===== config.mk =====
export PLATFORM = sky130hd
export DESIGN_NAME = rca_word_sequencer
export DESIGN_NICKNAME = d
export VERILOG_FILES = /design/src/rtl/rca_seq_pkg.sv /design/src/rtl/rca_word_sequencer_rca.sv /design/src/rtl/rca_word_sequencer.sv
export SDC_FILE = /design/constraint.sdc
export NUM_CORES = 1
export LEC_CHECK = 0
export ABC_CLOCK_PERIOD_IN_PS = 4300
export CORE_MARGIN = 2
export CORE_UTILIZATION = 44
export CTS_CLUSTER_SIZE = 24
export DETAILED_ROUTE_END_ITERATION = 8
export GPL_TIMING_DRIVEN = 0
export PLACE_DENSITY = 0.75
export SYNTH_ARGS = -nofsm -noshare
export SYNTH_HDL_FRONTEND = slang
export SYNTH_SLANG_ARGS = --single-unit
export TNS_END_PERCENT = 100

===== constraint.sdc =====
create_clock -name clk -period 4.3 [get_ports clk]
set_input_delay 0.86 -clock clk [delete_from_list [all_inputs] [get_ports clk]]
set_output_delay 0.86 -clock clk [all_outputs]
set_load 0.03 [all_outputs]

===== src/rtl/rca_seq_pkg.sv =====
// Shared types and sizing helpers for the slice-serial adder sequencer.
package rca_seq_pkg;

  localparam int SLICE_W = 8;

  typedef enum logic [1:0] {
    IDLE = 2'd0,
    ADD  = 2'd1,
    DONE = 2'd2
  } state_t;

  function automatic int nslice(input int width);
    return width / SLICE_W;
  endfunction

  // Slice index width, never narrower than one bit (WIDTH=8 has a single slice).
  function automatic int idx_w(input int width);
    return (nslice(width) > 1) ? $clog2(nslice(width)) : 1;
  endfunction

endpackage


===== src/rtl/rca_word_sequencer_rca.sv =====
// RCA: the shared 8-bit ripple-carry adder built from a chain of full adders.
module RCA
  import rca_seq_pkg::*;
(
  input  logic [SLICE_W-1:0] A,
  input  logic [SLICE_W-1:0] B,
  input  logic               Cin,
  output logic [SLICE_W-1:0] Sum,
  output logic               Cout
);

  logic [SLICE_W:0] w_c;

  assign w_c[0] = Cin;

  generate
    for (genvar gi = 0; gi < SLICE_W; gi++) begin : g_fa
      assign Sum[gi]    = A[gi] ^ B[gi] ^ w_c[gi];
      assign w_c[gi+1]  = (A[gi] & B[gi]) | (w_c[gi] & (A[gi] ^ B[gi]));
    end
  endgenerate

  assign Cout = w_c[SLICE_W];

endmodule


===== src/rtl/rca_word_sequencer.sv =====
// Adds WIDTH-bit operands one 8-bit slice per cycle through a single RCA,
// LSB slice first, with the inter-slice carry held in a register.
module rca_word_sequencer
  import rca_seq_pkg::*;
#(
  parameter int WIDTH = 32
) (
  input  logic             clk,
  input  logic             rst,
  input  logic             in_valid,
  output logic             in_ready,
  input  logic [WIDTH-1:0] a,
  input  logic [WIDTH-1:0] b,
  input  logic             cin,
  output logic             out_valid,
  input  logic             out_ready,
  output logic [WIDTH-1:0] sum,
  output logic             cout,
  output logic             ovf,
  output logic             busy
);

  localparam int NSLICE = nslice(WIDTH);
  localparam int IDX_W  = idx_w(WIDTH);
  localparam logic [IDX_W-1:0] LAST_IDX = IDX_W'(NSLICE - 1);

  state_t r_state;
  state_t w_state_next;

  logic [WIDTH-1:0]   r_a;
  logic [WIDTH-1:0]   r_b;
  logic [WIDTH-1:0]   r_sum;
  logic [IDX_W-1:0]   r_idx;
  logic               r_carry;
  logic               r_cout;
  logic               r_ovf;
  logic               r_busy;

  logic [SLICE_W-1:0] w_slice_a;
  logic [SLICE_W-1:0] w_slice_b;
  logic [SLICE_W-1:0] w_slice_sum;
  logic               w_slice_cout;
  logic               w_last;

  assign w_slice_a = r_a[SLICE_W*r_idx +: SLICE_W];
  assign w_slice_b = r_b[SLICE_W*r_idx +: SLICE_W];
  assign w_last    = (r_idx == LAST_IDX);

  RCA u_rca (
    .A    (w_slice_a),
    .B    (w_slice_b),
    .Cin  (r_carry),
    .Sum  (w_slice_sum),
    .Cout (w_slice_cout)
  );

  always_comb begin
    w_state_next = r_state;
    case (r_state)
      IDLE:    if (in_valid)  w_state_next = ADD;
      ADD:     if (w_last)    w_state_next = DONE;
      DONE:    if (out_ready) w_state_next = IDLE;
      default:                w_state_next = IDLE;
    endcase
  end

  always_ff @(posedge clk) begin
    if (rst) begin
      r_state <= IDLE;
      r_a     <= '0;
      r_b     <= '0;
      r_sum   <= '0;
      r_idx   <= '0;
      r_carry <= 1'b0;
      r_cout  <= 1'b0;
      r_ovf   <= 1'b0;
      r_busy  <= 1'b0;
    end else begin
      r_state <= w_state_next;
      r_busy  <= (w_state_next != IDLE);
      case (r_state)
        IDLE: begin
          if (in_valid) begin
            r_a     <= a;
            r_b     <= b;
            r_carry <= cin;
            r_idx   <= '0;
          end
        end
        ADD: begin
          r_sum[SLICE_W*r_idx +: SLICE_W] <= w_slice_sum;
          r_carry <= w_slice_cout;
          if (w_last) begin
            // Final slice: its sum MSB is the word MSB, so overflow is known now.
            r_cout <= w_slice_cout;
            r_ovf  <= (r_a[WIDTH-1] == r_b[WIDTH-1]) &&
                      (w_slice_sum[SLICE_W-1] != r_a[WIDTH-1]);
            r_idx  <= '0;
          end else begin
            r_idx  <= r_idx + 1'b1;
          end
        end
        default: ;
      endcase
    end
  end

  assign in_ready  = (r_state == IDLE);
  assign out_valid = (r_state == DONE);
  assign sum       = r_sum;
  assign cout      = r_cout;
  assign ovf       = r_ovf;
  assign busy      = r_busy;

endmodule


# [Yosys cells after proc, flatten, opt, wreduce, memory -nomap -nowiden]
# Cells that the tools add are included.
[op_classes] eq_ne=6 n_mux=10 n_shift=4 bitwise=40 add_sub_neg=2 reduce_logical=7
[ops] cell="indexed part select 32 x 6 -> 8 bit" n=2
[ops] cell="negation 5 -> 34 bit" n=1
[ops] cell="variable shift 8 x 34 -> 32 bit (first input constant)" n=1
[ops] cell="indexed part select 8 x 34 -> 32 bit" n=1
[ops] cell="bitwise mux 32 bit" n=1
[ops] cell="bitwise AND 1 bit" n=16
[ops] cell="XOR 1 bit" n=16
[ops] cell="2-to-1 mux 2 bit" n=5
[ops] cell="bitwise OR 1 bit" n=8
[ops] cell="one-hot mux 2 bit (3 select lines)" n=1
[ops] cell="AND reduction 2 bit" n=3
[ops] cell="equality test 2 bit (second input constant)" n=2
[ops] cell="one-hot mux 2 bit (2 select lines)" n=1
[ops] cell="nonzero test 2 bit" n=2
[ops] cell="adder 2 x 1 -> 2 bit (second input constant)" n=1
[ops] cell="equality test 2 x 1 -> 1 bit (second input constant)" n=1
[ops] cell="zero test 2 bit" n=1
[ops] cell="inequality test 2 bit (second input constant)" n=1
[ops] cell="one-hot mux 1 bit (2 select lines)" n=1
[ops] cell="equality test 1 bit" n=1
[ops] cell="logical AND 1 bit" n=1
[ops] cell="2-to-1 mux 1 bit" n=1
[ops] cell="inequality test 1 bit" n=1
[totals] register_bits=104 elab_cells=78 output_inout_bits=37 in_bits=69

# [Depth between registers and ports, before layout]
# Gate-level depths: netlist of run 1.
[logic_depth] depth_word=19 mapped_depth=15 ltp_nobuf=14

# [Cells and area by module]
# Synthesis of run 1 repeated with hierarchy kept, for this count alone.
[hier_totals] cells_unflattened=477 hier_area_um2=4395.5
[by_module_without_submodules] mod="rca_word_sequencer" instances=1 seq_area_each_um2=2082.0 cells_each=459 area_each_um2=4197.8
[by_module_without_submodules] mod="RCA" instances=1 seq_area_each_um2=0.0 cells_each=18 area_each_um2=197.7

# [Worst setup path before layout of run 1]
# OpenSTA, ideal clock, no wires.
[synth_timing] path_type="flip-flop to flip-flop" start="reg r_idx[0]" end="reg r_ovf, in the netlist ovf" path_slack_ps=294 required_ps=4214 period_less_slack_ps=4006 path_buffers=2 arrival_ps=3920 stages_incl_launch_ff=15 setup_ps=86 path_cell_list="dfxtp_1 > buf_4 > buf_2 > mux4_2 > inv_1 > fa_1 > fa_1 > fa_1 > inv_1 > fa_1 > fa_1 > fa_1 > fa_1 > nand3b_1 > a211oi_1"
[synth_via] elab_chain_len=19 word_cells_on_any_way=36 cone_classes="eq/ne: 2; shift: 2; bitwise: 30; reduce/logical: 2"
[synth_rtl] element="start, declared" line_no="rca_word_sequencer.sv:33" text="logic [IDX_W-1:0] r_idx;"
[synth_rtl] element="start signal, assigned" line_no="rca_word_sequencer.sv:100" text="r_idx <= r_idx + 1'b1;"
[synth_rtl] element="indexed part select 32 x 6 -> 8 bit (on tied branches)" line_no="rca_word_sequencer.sv:45, rca_word_sequencer.sv:46"
[synth_rtl] element="XOR 1 bit" line_no="rca_word_sequencer_rca.sv:19" text="assign w_c[gi+1] = (A[gi] & B[gi]) | (w_c[gi] & (A[gi] ^ B[gi]));"
[synth_rtl] element="bitwise AND 1 bit" line_no="rca_word_sequencer_rca.sv:19"
[synth_rtl] element="bitwise OR 1 bit" line_no="rca_word_sequencer_rca.sv:19"
[synth_rtl] element="bitwise AND 1 bit" line_no="rca_word_sequencer_rca.sv:19"
[synth_rtl] element="bitwise OR 1 bit" line_no="rca_word_sequencer_rca.sv:19"
[synth_rtl] element="bitwise AND 1 bit" line_no="rca_word_sequencer_rca.sv:19"
[synth_rtl] element="bitwise OR 1 bit" line_no="rca_word_sequencer_rca.sv:19"
[synth_rtl] element="[3 not listed]"
[synth_rtl] element="bitwise OR 1 bit" line_no="rca_word_sequencer_rca.sv:19"
[synth_rtl] element="bitwise AND 1 bit" line_no="rca_word_sequencer_rca.sv:19"
[synth_rtl] element="bitwise OR 1 bit" line_no="rca_word_sequencer_rca.sv:19"
[synth_rtl] element="bitwise AND 1 bit" line_no="rca_word_sequencer_rca.sv:19"
[synth_rtl] element="bitwise OR 1 bit" line_no="rca_word_sequencer_rca.sv:19"
[synth_rtl] element="XOR 1 bit" line_no="rca_word_sequencer_rca.sv:18" text="assign Sum[gi] = A[gi] ^ B[gi] ^ w_c[gi];"
[synth_rtl] element="inequality test 1 bit" line_no="rca_word_sequencer.sv:97" text="(w_slice_sum[SLICE_W-1] != r_a[WIDTH-1]);"
[synth_rtl] element="logical AND 1 bit" line_no="rca_word_sequencer.sv:96" text="r_ovf <= (r_a[WIDTH-1] == r_b[WIDTH-1]) &&"
[synth_rtl] element="end signal, assigned" line_no="rca_word_sequencer.sv:96"
[synth_rtl] element="end, declared" line_no="rca_word_sequencer.sv:36" text="logic r_ovf;"
# Parallel ways exist; a longest one is shown, timed or not.
# A chain may end at the register's enable or synchronous reset.

# [Worst setup path in the final report of run 1]
# Same ends and word-level chain as after synthesis.

==> impl_metrics.yaml, run 1 <==
clock_tree:
  cts-root-buf: "clkbuf_8"
  cts.sinks: 104
  cts.path.max_buffers: 2
  clkLatencyLatePin_ns: 0.37
  holdBufCountCts: 0
  cts_tree: "built"
  clk_pin_slew_ns: 0.09
  cts-buffers-inserted: 9
  htree_levels: 3
yosys:
  synth_cell_types: 34
  yosysSeqAreaShare_pct: 48.1
  ys_warn_count: 0
  synth_top_family_by_area: "simple AND/OR/NAND/NOR gates"
  synth-xor-area-share_pct: 0
  synthFlopType: "dfxtp_1"
  synth_mux_area_share_pct: 8.87
  synth-edff-count: 0
  synth_area_leaders: "dfxtp_1, nand2_1, a21oi_1, mux4_2, fa_1"
  yosysTopAreaCell: "dfxtp_1"
  synth_area_um2: 4330
  synth_area_per_cell_um2: 9.21
  async_flop_share_pct: 0
  synth-compound-area-share_pct: 15.0
  yosys_register_bits: 104
  synth_fa_ha_area_share_pct: 5.43
  synth_nets: 553
  yosys.cell_count.top_type: "nand2_1"
  syn_inst: 470
  synth-simple-area-share_pct: 17.5
  synth.top_cell.area_share_pct: 48.1
  synth_common_cells: "nand2_1, dfxtp_1, a21oi_1"
layout:
  nets: 669
  multiInputGateArea_um2: 2030
  drive_gt1_share_pct: 9.66
  ff_latch_area_um2: 2080
  antennaDiodeCount: 0
  area_delta_synth_final_pct: 32.6
  fillerInstances: 852
run_status:
  outcome: "completed"
setup_path:
  worstPathMaxFanout: 6
  startpoint: "r_idx[0]"
  critPathMaxStageDelay_ns: 0.61
  cp-start-kind: "flip-flop"
  crit_required_ns: 4.58
  crit_top_cell: "fa_1"
  crit_chain: "buf_4 > mux4_1 > inv_1 > fa_1 > fa_1 > fa_1 > fa_1 > inv_1 > fa_1 > fa_1 > fa_1 > fa_2 > a21oi_1 > a211oi_1"
  r2r-start: "r_idx[0]"
  arrival_ns: 4.41
  critical_path_class: "reg -> reg"
  cp-end-kind: "flip-flop"
  crit_path_top_delay_cell: "fa_2"
timing:
  slew_headroom_pct: 53.2
  period_minus_slack_ns: 4.13
  setup_ws_ns: 0.171
  hold_violations: 0
  fmax_mhz: 242
  clock_skew_ns: 0.0122
  setup_violations: 0
  min_period_over_period_pct: 96.0
  drv_slew: 0
  tightest_slew_ns: 0.702
  tns_ns: 0
global_route:
  antenna_found_initial: 0
  grt_pass1_vias: 3610
  track_usage_pct: 21.3
  overflow: 0
  grt_max_degree: 17
  grt_pass1_wl_mm: 17.2
placed_design:
  dp_worst_setup_slack_ns: -0.0951
  place_congestion: 0.875
  dp_hpwl_mm: 8.64
  portBuffers: 104
drt:
  wl_per_cell_um: 15.4
  firstDrtPassIters: 4
  routed_via_density: 5.16
  drc: 0
  antenna_left: 0
  finalWirelength_mm: 11.2
  vias: 3733
  drt_iter0_markers: 215
die:
  initial_utilization_pct: 44.7
  rows: 36
  core_um2: 9680
  dieWidth_um: 103
  die_h_um: 103
  design.die.area_um2: 10700
  pin_count: 106
hold_path:
  min_path_type: "reg -> reg"
  hp-start: "r_b[23]"
run:
  cap_violations: 0
power_and_ir_drop:
  vdd_drop_max_mv: 0.138
  leakagePower_nw: 2.08
  powerDensity_nw_per_um2: 330
cell type report:
type | instances | share of cell area [%]
Buffer | 33 | 2.96
Clock buffer | 11 | 2.64
Multi-Input combinational cell | 315 | 35.3
Timing Repair Buffer | 105 | 18.3
Inverter | 18 | 1.18
Sequential cell | 104 | 36.3
Tap cell | 133 | 2.90
Clock inverter | 4 | 0.501
report_power, final:
part / total (W) / switching (W) / internal, W
clock network: 0.000565 / 0.000325 / 0.000240
logic: 0.000299 / 0.000154 / 0.000146
registers: 0.00103 / 0.0000247 / 0.00100
timing repair:
item,CTS,global route
endpoints found under the hold margin,0,0
buffers inserted,0,1
endpoints found under the setup margin,2,5
pin swaps,0,1
gates resized for setup,2,6
routing by layer:
| layer | track usage, % | share of wire (%) |
|---|---|---|
| met2 | 36.3 | 48 |
| met4 | 9.11 | 2.2 |
| met3 | 3.29 | 5.1 |
| met5 | 0 | 0 |
| met1 | 26.9 | 45 |
worst paths after layout:
kind | depth (start not counted) | slack, ns | to
hold / removal | 2 | 0.46 | r_b[23]
hold reg to reg | 2 | 0.46 | r_b[23]
setup / recovery | 14 | 0.17 | ovf
setup reg to reg | 14 | 0.17 | ovf
worst max-delay path, delay by kind of cell (launching register included):
family / cells / cell delay, ns
muxes: 1 / 0.55
AOI/OAI and AO/OA: 2 / 0.30
DFF: 1 / 0.37
buffers and inverters: 3 / 0.32
adders and majority gates: 8 / 2.50
flip-flops by register name, indices dropped and copies added, names as in the netlist:
name,count
r_a,32
r_b,32
sum,32
r_idx,2
r_state,2
busy,1
cout,1
ovf,1
r_carry,1
stage by stage:
| stage | instances | total power [W] | cell area, um^2 | hold WS [ns] | utilization, % |
|---|---|---|---|---|---|
| floorplan | 470 | 0.00121 | 4330 | 0.432 | - |
| global placement | 707 | 0.00134 | 5540 | 0.437 | 57.2 |
| detailed placement | 707 | 0.00135 | 5540 | 0.446 | 57.2 |
| CTS | 722 | 0.00190 | 5720 | 0.458 | 59.1 |
| global route | 723 | 0.00196 | 5740 | 0.471 | 59.3 |
| finish | 723 | 0.00189 | 5740 | 0.459 | 59.3 |
layout by cell type (no fill, tap or decap), drive strengths merged, types with 7 or more instances in the layout:
cell / Yosys / final
clkdlybuf4s50: 0 / 104
fa: 8 / 8
mux4: 16 / 16
a22o: 8 / 8
buf: 20 / 21
inv: 18 / 19
a21oi: 79 / 79
clkbuf: 13 / 24
nor2: 7 / 7
dfxtp: 104 / 104
o2bb2ai: 8 / 8
nand2: 137 / 137
kinds of logic (layout without fill, tap and decap cells):
logic type / count (synthesis) / count (layout)
adder cells (fa/ha/maj): 14 / 14
AND/OR/NAND/NOR: 175 / 175
buffers and inverters: 51 / 171
AO/OA/AOI/OAI: 108 / 108
multiplexers: 18 / 18
flip-flops: 104 / 104
No activity file was read; power rests on OpenSTA's default activity.
==> run 2, diff against run 1 <==
- CTS_BUF_LIST: unset -> sky130_fd_sc_hd__clkbuf_16
- RECOVER_POWER: unset -> 25
==> run 2 against run 1 <==
  * Flip-flop and latch count stayed put
  * Combinational power hardly changed
  * Hold slack worse by 0.0054 ns
  * Power is 8.6% higher
  * Largest power group unchanged
  * Critical path type unchanged
  * Final area is 1.3% higher
  * Fmax hardly changed
  * Clock skew is 0.0070 ns lower
  * Cell count stayed put
  * Critical path depth stayed put
  * Highest routed layer unchanged
  * Critical endpoint unchanged
==> impl_metrics.yaml, run 2 (same netlist as run 1, synthesis figures left out) <==
run_status:
  outcome: "completed"
clock_tree:
  htree_levels: 3
  clk_pin_slew_ns: 0.07
  cts-buffers-inserted: 9
  cts.path.max_buffers: 2
  holdBufCountCts: 0
  cts-root-buf: "clkbuf_16"
  cts.sinks: 104
  clkLatencyLatePin_ns: 0.34
  cts_tree: "built"
setup_path:
  crit_required_ns: 4.56
  path_delay_family: "adder cells"
  crit_chain: "buf_4 > mux4_1 > inv_1 > fa_1 > fa_1 > fa_1 > fa_1 > inv_1 > fa_1 > fa_1 > fa_1 > fa_2 > a21oi_1 > a211oi_1"
  crit_top_cell: "fa_1"
  crit_path_top_delay_cell: "fa_2"
  path_buf_inv: 3
  cp-start-kind: "flip-flop"
  critical_path_class: "reg -> reg"
  worstPathMaxFanout: 6
  rr_endpoint: "ovf"
  rr_worst_depth: 14
  arrival_ns: 4.38
  r2r-start: "r_idx[0]"
  r2r_setup_slack_ns: 0.18
  cp-end-kind: "flip-flop"
  critPathMaxStageDelay_ns: 0.61
power_and_ir_drop:
  vdd_drop_max_mv: 0.182
  fin_total_pwr_w: 0.00206
  leakagePower_nw: 2.18
  powerDensity_nw_per_um2: 354
die:
  design.die.area_um2: 10700
  dieWidth_um: 103
  core_um2: 9680
  die_h_um: 103
  rows: 36
  initial_utilization_pct: 44.7
  pin_count: 106
layout:
  fillerInstances: 853
  nets: 669
  layout_common_cells: "nand2_1, dfxtp_1, clkdlybuf4s50_1, a21oi_1, dlygate4sd3_1"
  fin_util_pct: 60.1
  drive_gt1_share_pct: 8.47
  antennaDiodeCount: 0
  mostFrequentLayoutCell: "nand2_1"
  instances_no_fill: 723
  area_delta_synth_final_pct: 34.3
global_route:
  antenna_found_initial: 0
  grt_pass1_vias: 3619
  overflow: 0
  track_usage_pct: 21.4
  grt_max_degree: 17
  grt_pass1_wl_mm: 17.3
drt:
  drc: 0
  finalWirelength_mm: 11.2
  drt_iter0_markers: 233
  routed_via_density: 5.17
  vias: 3738
  wl_per_cell_um: 15.5
  antenna_left: 0
  firstDrtPassIters: 5
hold_path:
  hold-path-endpoint: "sum[30]"
  min_path_type: "reg -> reg"
  hold_depth: 2
  hp-start: "sum[30]"
timing:
  period_minus_slack_ns: 4.12
  setup_violations: 0
  rsz0062_at_grt: "false"
  tightest_slew_ns: 0.746
  drv_slew: 0
  clock_skew_ns: 0.00524
  hold_violations: 0
  fmax_mhz: 242
  slew_headroom_pct: 50.3
  min_period_over_period_pct: 95.9
placed_design:
  portBuffers: 104
  place_congestion: 0.875
  dp_hpwl_mm: 8.64
  placedCellCount: 707
run:
  cap_violations: 0
run 2: cell types whose count changed in the layout (fill, tap and decap cells not counted), sizes merged:
cell | previous run | this run
clkbuf | 24 | 26
clkdlybuf4s50 | 104 | 82
clkinv | 1 | 3
dlygate4sd3 | 0 | 22
buf | 21 | 17
run 2: worst max-delay path by stage:
stage / from / end / slack [ns] / cells after the start
after global placement: r_idx[0] / ovf / -0.04 / 14
after CTS: r_idx[0] / ovf / 0.02 / 14
after floorplan: r_idx[0] / ovf / 0.29 / 14
after global routing: r_idx[0] / ovf / 0.005 / 14
after detailed placement: r_idx[0] / ovf / -0.1 / 14
final: r_idx[0] / ovf / 0.18 / 14
run 2: power by group:
part | switching, W | leakage [nW] | internal, W
Sequential | 0.0000246 | 0.849 | 0.00100
Combinational | 0.000155 | 1.21 | 0.000144
Clock | 0.000342 | 0.123 | 0.000386
run 2: cell type report:
type	instances	area, um^2	share of cell area [%]
sequential	104	2080	35.8
multi-input combinational	315	2030	34.9
timing repair buffer	105	1050	18.0
clock buffer	9	225	3.87
tap	133	166	2.86
buffer	33	161	2.78
inverter	18	67.6	1.16
clock inverter	6	36.3	0.624
run 2: what timing repair did:
item,in CTS,in global routing
buffers inserted,0,1
resized for setup,2,5
setup endpoints to repair,2,6
pin swaps,0,1
run 2: per-stage QoR:
stage	setup TNS, ns	hold WS (ns)	instance area [um^2]	setup WS, ns
after global routing	0	0.466	5820	0.00466
after detailed placement	-0.0951	0.446	5540	-0.0951
after floorplan	0	0.432	4330	0.294
final	0	0.453	5820	0.175
after CTS	0	0.455	5800	0.0200
after global placement	-0.0356	0.437	5540	-0.0356
run 2: metal layers:
layer | part of all wire [%] | track usage, % | vias up
met5 | 0 | 0 | -
met4 | 1.8 | 6.48 | 0
met3 | 4.8 | 4.37 | 17
met2 | 49 | 36.8 | 113
met1 | 45 | 27.3 | 1775
li1 | - | - | 1833
run 2: worst register-to-register path, cell delays in order, from the launching register on:
cell	delay (ns)
dfxtp_2	0.36
buf_4	0.18
mux4_1	0.56
inv_1	0.10
fa_1	0.19
fa_1	0.18
fa_1	0.18
fa_1	0.17
inv_1	0.05
fa_1	0.37
fa_1	0.39
fa_1	0.41
fa_2	0.61
a21oi_1	0.08
a211oi_1	0.22
